## src/rtl/multi_evt_counter.sv

```systemverilog
// multi_evt_counter: NUM_CH independent modulo-MAX_COUNT event counters with
// per-channel direction, level/edge qualification, wrap pulses and sticky wrap
// flags. A snapshot register captures all counts and sticky flags atomically
// and holds them behind a valid/ready handshake.
module multi_evt_counter #(
  parameter int unsigned NUM_CH    = 4,
  parameter int unsigned MAX_COUNT = 40_000,
  localparam int unsigned CW       = $clog2(MAX_COUNT)
) (
  input  logic                 clk_in,
  input  logic                 rst_n_in,
  input  logic                 clear_in,
  input  logic                 edge_mode_in,
  input  logic [NUM_CH-1:0]    evt_in,
  input  logic [NUM_CH-1:0]    dir_in,
  output logic [NUM_CH*CW-1:0] count_out,
  output logic [NUM_CH-1:0]    wrap_out,
  input  logic                 snap_in,
  output logic                 snap_valid_out,
  input  logic                 snap_ready_in,
  output logic [NUM_CH*CW-1:0] snap_data_out,
  output logic [NUM_CH-1:0]    snap_wrap_out,
  output logic                 snap_drop_out
);

  localparam logic [CW-1:0] TOP = CW'(MAX_COUNT - 1);

  logic [NUM_CH-1:0] sticky;
  logic              capture;

  // A capture happens when the holding register is empty or being drained
  assign capture = snap_in && (!snap_valid_out || snap_ready_in);

  for (genvar g = 0; g < NUM_CH; g++) begin : g_ch
    logic [CW-1:0] cnt_q;
    logic [CW-1:0] cnt_d;
    logic          wrap_q;
    logic          wrap_d;
    logic          prev_q;
    logic          sticky_q;
    logic          qual;

    // Qualified event: level, or rising edge against last cycle's input
    assign qual = edge_mode_in ? (evt_in[g] & ~prev_q) : evt_in[g];

    // Next count and wrap pulse; clear overrides any event this cycle
    always_comb begin
      cnt_d  = cnt_q;
      wrap_d = 1'b0;
      if (clear_in) begin
        cnt_d = '0;
      end else if (qual) begin
        if (dir_in[g]) begin
          if (cnt_q == TOP) begin
            cnt_d  = '0;
            wrap_d = 1'b1;
          end else begin
            cnt_d = cnt_q + CW'(1);
          end
        end else begin
          if (cnt_q == '0) begin
            cnt_d  = TOP;
            wrap_d = 1'b1;
          end else begin
            cnt_d = cnt_q - CW'(1);
          end
        end
      end
    end

    // Channel state; a wrap seen in a capture cycle opens the next window
    always_ff @(posedge clk_in or negedge rst_n_in) begin
      if (!rst_n_in) begin
        cnt_q    <= '0;
        wrap_q   <= 1'b0;
        prev_q   <= 1'b0;
        sticky_q <= 1'b0;
      end else begin
        prev_q <= evt_in[g];
        cnt_q  <= cnt_d;
        wrap_q <= wrap_d;
        if (clear_in) begin
          sticky_q <= 1'b0;
        end else if (capture) begin
          sticky_q <= wrap_q;
        end else if (wrap_q) begin
          sticky_q <= 1'b1;
        end
      end
    end

    assign count_out[g*CW +: CW] = cnt_q;
    assign wrap_out[g]           = wrap_q;
    assign sticky[g]             = sticky_q;
  end

  // Snapshot holding register with valid/ready handshake and drop pulse
  always_ff @(posedge clk_in or negedge rst_n_in) begin
    if (!rst_n_in) begin
      snap_valid_out <= 1'b0;
      snap_data_out  <= '0;
      snap_wrap_out  <= '0;
      snap_drop_out  <= 1'b0;
    end else begin
      snap_drop_out <= snap_in && snap_valid_out && !snap_ready_in;
      if (capture) begin
        snap_valid_out <= 1'b1;
        snap_data_out  <= count_out;
        snap_wrap_out  <= sticky;
      end else if (snap_valid_out && snap_ready_in) begin
        snap_valid_out <= 1'b0;
      end
    end
  end

endmodule

```

## config.mk

```make
export PLATFORM = sky130hd
export DESIGN_NAME = multi_evt_counter
export DESIGN_NICKNAME = d
export VERILOG_FILES = /design/src/rtl/multi_evt_counter.sv
export SDC_FILE = /design/constraint.sdc
export NUM_CORES = 1
export LEC_CHECK = 0
export CORE_UTILIZATION = 56
export DETAILED_ROUTE_END_ITERATION = 7
export MAX_ROUTING_LAYER = met4
export PLACE_DENSITY = 0.85
export REMOVE_ABC_BUFFERS = 1
export SLEW_MARGIN = 15
export SYNTH_ARGS = -nofsm -noshare
export SYNTH_HDL_FRONTEND = slang
export SYNTH_SLANG_ARGS = --single-unit
```

## constraint.sdc

```tcl
create_clock -name clk_in -period 4.3 [get_ports clk_in]
set_clock_uncertainty 0.1 [all_clocks]
set_input_delay 1.075 -clock clk_in [delete_from_list [all_inputs] [get_ports clk_in]]
set_output_delay 1.075 -clock clk_in [all_outputs]
set_load 0.005 [all_outputs]
```

==> results of run 1 <==
## synth_stat cells (all sizes together), types with 5 or more instances
cell type  instances  area [um^2]
xor2               9         78.8
mux2              53          597
xnor2             28          245
nand2             85          319
or4                9         82.6
a22o              10         87.6
nand3             36          180
inv               25         93.8
a21boi             6         45.1
a21oi             39          199
a21o              23          174
nor3b              5         42.5
nor4b              6         52.6
nor4              17          113
nand4             19          119
nor2b              5         38.8
buf               16         91.3
or3               16          103
ha                12          150
clkbuf            51          194
and4               9         78.8
dfrtp            146         3650
or2                5         33.8
nor2              64          240
o21ai             62          310
o22ai              6         37.5
nor3              20          100
a31oi             21          131
and3              10         62.6
nand2b             7         43.8
and2               9         56.3
a211oi            10         80.1
## logic make-up after synthesis
logic type,synth area share (%)
buffers and inverters,4.60
flip-flops,43.9
multiplexers,7.41
AO/OA/AOI/OAI,17.2
AND/OR/NAND/NOR,21.2
XOR/XNOR,3.89
adder cells (fa/ha/maj),1.80
## state kept, by name, indices dropped and copies added (netlist names)
name,count
snap_valid_out,1
g_ch.wrap_q,4
snap_drop_out,1
g_ch.sticky_q,4
snap_wrap_out,4
g_ch.prev_q,4
snap_data_out,64
g_ch.cnt_q,64
## per-layer routing
layer | GRT usage [%] | up-vias | wire length, um | part of all wire (%)
met2 | 44.7 | 301 | 10100 | 48
met5 | - | - | 0 | 0
li1 | - | 3473 | - | -
met1 | 38.2 | 3599 | 9340 | 44
met4 | 8.78 | 0 | 218 | 1.0
met3 | 6.36 | 24 | 1380 | 6.6
## power by group through the flow
stage               clock (mW)  sequential (mW)  combinational [mW]
floorplan                    0             1.75               0.642
global placement             0             1.78                1.18
detailed placement           0             1.79                1.20
CTS                       1.28             1.77                1.21
global route              1.34             1.81                1.34
finish                    1.26             1.78                1.21
## through the flow
| stage | hold WS [ps] | cell area (um^2) | worst slack, ps | util, % |
|---|---|---|---|---|
| 2_1_floorplan | 373 | 8040 | 812 | - |
| 3_3_place_gp | 359 | 9900 | 828 | 68.1 |
| 3_5_place_dp | 373 | 9900 | 727 | 68.1 |
| 4_1_cts | 382 | 10400 | 1130 | 71.4 |
| 5_1_grt | 399 | 10400 | 837 | 71.4 |
| 6_report | 374 | 10400 | 1130 | 71.4 |
## worst max path at each step
stage / from / to / slack (ps) / depth (start not counted)
final: edge_mode_in / g_ch[2].cnt_q[4] / 1130 / 7
after global routing: edge_mode_in / g_ch[2].cnt_q[4] / 840 / 7
after CTS: edge_mode_in / g_ch[2].cnt_q[4] / 1130 / 7
after detailed placement: edge_mode_in / g_ch[2].cnt_q[4] / 730 / 7
after global placement: edge_mode_in / g_ch[2].cnt_q[4] / 830 / 7
after floorplan: snap_ready_in / snap_data_out[10] / 810 / 3
## critical path, stage by stage
cell and delay, ps:
clkdlybuf4s50_1 550, a21boi_0 480, nor2b_1 370, o21a_1 380, a21boi_0 300, a21o_1 160
a22o_1 110
## cell type report
cell class	instances	area, um^2
fill	1117	4160
inverter	26	97.6
tap	184	230
sequential	146	3650
timing repair buffer	165	1620
multi-input combinational	656	4300
clock buffer	23	468
clock inverter	2	10.0
==> flow_summary.yaml, run 1 <==
status:
  status: "completed"
floorplan:
  core_mm2: 0.0145
  pin_count: 152
  die-area_mm2: 0.0154
  floorplan.initialDensity_pct: 57.3
  fp-row-count: 44
  die_w_um: 124
  die_h_um: 124
setup_path:
  cp-start-kind: "input pin"
  cp.arrival_ps: 3420
  r2r_cells: 7
  reg2reg_slack_ps: 1580
  worstReg2RegEnd: "g_ch[3].cnt_q[14]"
  critPathKind: "input pin to flip-flop"
  cp.required_ps: 4560
  cp-end-kind: "flip-flop"
  r2r-start: "g_ch[3].cnt_q[0]"
  worstPathMaxFanout: 9
power_and_ir_drop:
  power_density_mw_per_mm2: 409
  total_power_mw: 4.25
  p_sw_share_pct: 31.0
  peakVddDrop_v: 0.000332
  p_int_mw: 2.93
  pwr-share-seq_pct: 41.8
  clkPwrFrac_pct: 29.7
  comb_power_share_pct: 28.5
  switching_power_mw: 1.32
  power_leakage_nw: 4.47
clocking:
  post_cts_resized: 0
  cts_tree: "done"
  cts_root_buf: "clkbuf_16"
  postCtsSetupBuffers: 0
  cts.hold.buffers_added: 0
  cts_made_buffers: 17
  cts.path.max_buffers: 2
  cts_htree_levels: 4
  insertion_delay_ps: 420
  cts_sinks: 146
  clkTransAtPathRegs_ps: 50
placement:
  dp.cells: 1177
  place_congestion: 0.966
  numPortBuffers: 151
  dp_hpwl_um: 14400
yosys:
  ys_seq_area_share_pct: 43.9
  synth_edf_count: 0
  synthCells: 895
  yosys_register_bits: 146
  avgSynthCellArea_um2: 9.31
  syn_area_mm2: 0.00833
  yosysUniqueCellTypes: 79
  async_flop_share_pct: 100
  synth_top_flop_cell: "dfrtp_1"
  yosysWarningCount: 0
drt:
  ant_nets: 0
  wirelength_um: 21000
  wire_per_inst_um: 17.5
  drt_pass1_iterations: 6
  via_per_inst: 6.15
  post-route-drc-count: 0
  drtIter0Drc: 634
  num_vias: 7397
sta:
  rsz0062_at_grt: "false"
  worstMarginPinSlew_ps: 1040
  tns_ps: 0
  max_freq_mhz: 316
  max_slew_margin_pct: 30.5
  slew_violations: 0
  hold_viol: 0
  min_period_over_period_pct: 73.7
  finalSetupViolCount: 0
  fin_crit_ps: 3170
hold_path:
  min-delay-start: "snap_data_out[58]"
  min_to: "snap_data_out[58]"
  worstHoldPathType: "flip-flop to flip-flop"
  hold_depth: 2
global_route:
  grt_pass1_vias: 6804
  grt_max_degree: 102
  grt_pass1_wl_um: 33800
  antenna_found_initial: 0
  grt_usage_pct: 28.9
  grt.overflow.total: 0
run:
  cap_violations: 0
cells_and_area:
  drive_gt1_share_pct: 11.5
  synthToLayoutAreaGrowth_pct: 24.6
  final_common_cell: "clkdlybuf4s50_1"
  diodes: 0
  final_cell_mix: "clkdlybuf4s50_1 (150), dfrtp_1 (146), nand2_1 (84), nor2_1 (64), o21ai_0 (62)"
  final_cells: 1202
  nets: 1038
(Power assumes the default switching activity.)
==> inputs of run 2 (changes only) <==
- CORE_UTILIZATION: 56 -> 53
- PLACE_DENSITY: 0.85 -> 0.81
- clock period: 4.3 -> 3.04 ns (I/O delays scaled with it)
==> flow_summary.yaml, run 2 (synthesis results as in run 1) <==
floorplan:
  pin_count: 152
  die_h_um: 127
  floorplan.initialDensity_pct: 54.6
  die_w_um: 127
  die-area_mm2: 0.0162
  core_mm2: 0.0153
  fp-row-count: 45
global_route:
  grt_pass1_wl_um: 36600
  grt_max_degree: 73
  grt_pass1_vias: 7234
  grt_usage_pct: 29.3
  antenna_found_initial: 0
  grt.overflow.total: 0
clocking:
  insertion_delay_ps: 430
  cts.hold.buffers_added: 0
  cts_made_buffers: 17
  cts_htree_levels: 4
  postCtsSetupBuffers: 0
  cts_root_buf: "clkbuf_16"
  clkTransAtPathRegs_ps: 60
  cts_sinks: 146
  cts_tree: "done"
  cts.path.max_buffers: 2
  post_cts_resized: 0
placement:
  dp_slack_ps: 41.5
  place_congestion: 0.946
  dp.cells: 1235
  dp_hpwl_um: 15100
  dpl-instance-area_mm2: 0.0102
  numPortBuffers: 151
setup_path:
  critPathMaxStageDelay_ps: 480
  cp.required_ps: 3290
  cp-start-kind: "flip-flop"
  crit_chain: "inv_1, ha_1, or3b_4, or4_1, o32a_1, o31a_1, a31oi_1"
  reg2reg_slack_ps: 360
  worstPathMaxFanout: 6
  cp.arrival_ps: 2930
  cp_slowest_cell: "or4_1"
  cp-end-kind: "flip-flop"
  worstReg2RegEnd: "g_ch[3].cnt_q[14]"
  r2r-start: "g_ch[3].cnt_q[0]"
  startpoint: "g_ch[3].cnt_q[0]"
  r2r_cells: 7
  crit_end: "g_ch[3].cnt_q[14]"
  critPathKind: "flip-flop to flip-flop"
sta:
  finalSetupViolCount: 0
  fin_crit_ps: 2680
  tns_ps: 0
  hold_viol: 0
  worstMarginPinSlew_ps: 841
  rsz0062_at_grt: "false"
  max_slew_margin_pct: 43.7
  min_period_over_period_pct: 88.0
  max_freq_mhz: 374
  setup_ws_ps: 364
  holdWs_ps: 237
  slew_violations: 0
drt:
  wirelength_um: 21800
  drt_pass1_iterations: 5
  drtIter0Drc: 631
  wire_per_inst_um: 17.2
  num_vias: 7623
  post-route-drc-count: 0
  via_per_inst: 6.02
  ant_nets: 0
power_and_ir_drop:
  power_leakage_nw: 4.71
  power_density_mw_per_mm2: 601
  peakVddDrop_v: 0.000414
  total_power_mw: 6.52
cells_and_area:
  diodes: 0
  top_regs: "g_ch.cnt_q: 64 flops, snap_data_out: 64 flops"
  final_cell_mix: "clkdlybuf4s50_1 (150), dfrtp_1 (146), nand2_1 (84), nor2_1 (64), o21ai_0 (62)"
  drive_gt1_share_pct: 15.1
  fillers: 1180
  final_area_mm2: 0.0108
  final_cells: 1267
  final_common_cell: "clkdlybuf4s50_1"
  fin_util_pct: 71.1
  synthToLayoutAreaGrowth_pct: 30.2
  nets: 1069
status:
  status: "completed"
hold_path:
  worstHoldPathType: "input pin to async pin"
run:
  cap_violations: 0
run 2: layer usage:
metal / routed length, um / track usage [%] / vias to the layer above
met1: 9680 / 39.1 / 3686
met5: 0 / - / -
met4: 408 / 10.1 / 0
met3: 1370 / 4.86 / 49
li1: - / - / 3553
met2: 10400 / 45.3 / 335
run 2: critical path: cells and delay by family, from the launching register on:
family	cells	cell delay [ps]
simple gates	2	900
fa+ha+maj	1	220
buf+inv	1	170
compound gates	3	780
flops	1	440
run 2: layout make-up:
type,instances,area (um^2),share of cell area (%)
Timing Repair Buffer,196,1910,17.6
Inverter,26,97.6,0.900
Multi-Input combinational cell,656,4300,39.7
Clock inverter,14,176,1.63
Tap cell,211,264,2.43
Sequential cell,146,3650,33.7
Clock buffer,18,439,4.05
run 2: power by group:
group	internal [mW]	switching (mW)
sequential	2.18	0.301
combinational	0.984	0.856
clock	1.32	0.878
run 2: worst min path at each step:
stage / startpoint / to / slack, ps / cells after the start
6_report: rst_n_in / g_ch[3].cnt_q[12] / 240 / 1
5_1_grt: rst_n_in / g_ch[3].cnt_q[12] / 290 / 1
4_1_cts: rst_n_in / snap_data_out[60] / 280 / 1
3_5_place_dp: snap_data_out[33] / snap_data_out[33] / 370 / 2
3_3_place_gp: snap_data_out[17] / snap_data_out[17] / 360 / 2
2_1_floorplan: rst_n_in / g_ch[0].cnt_q[0] / 360 / 0
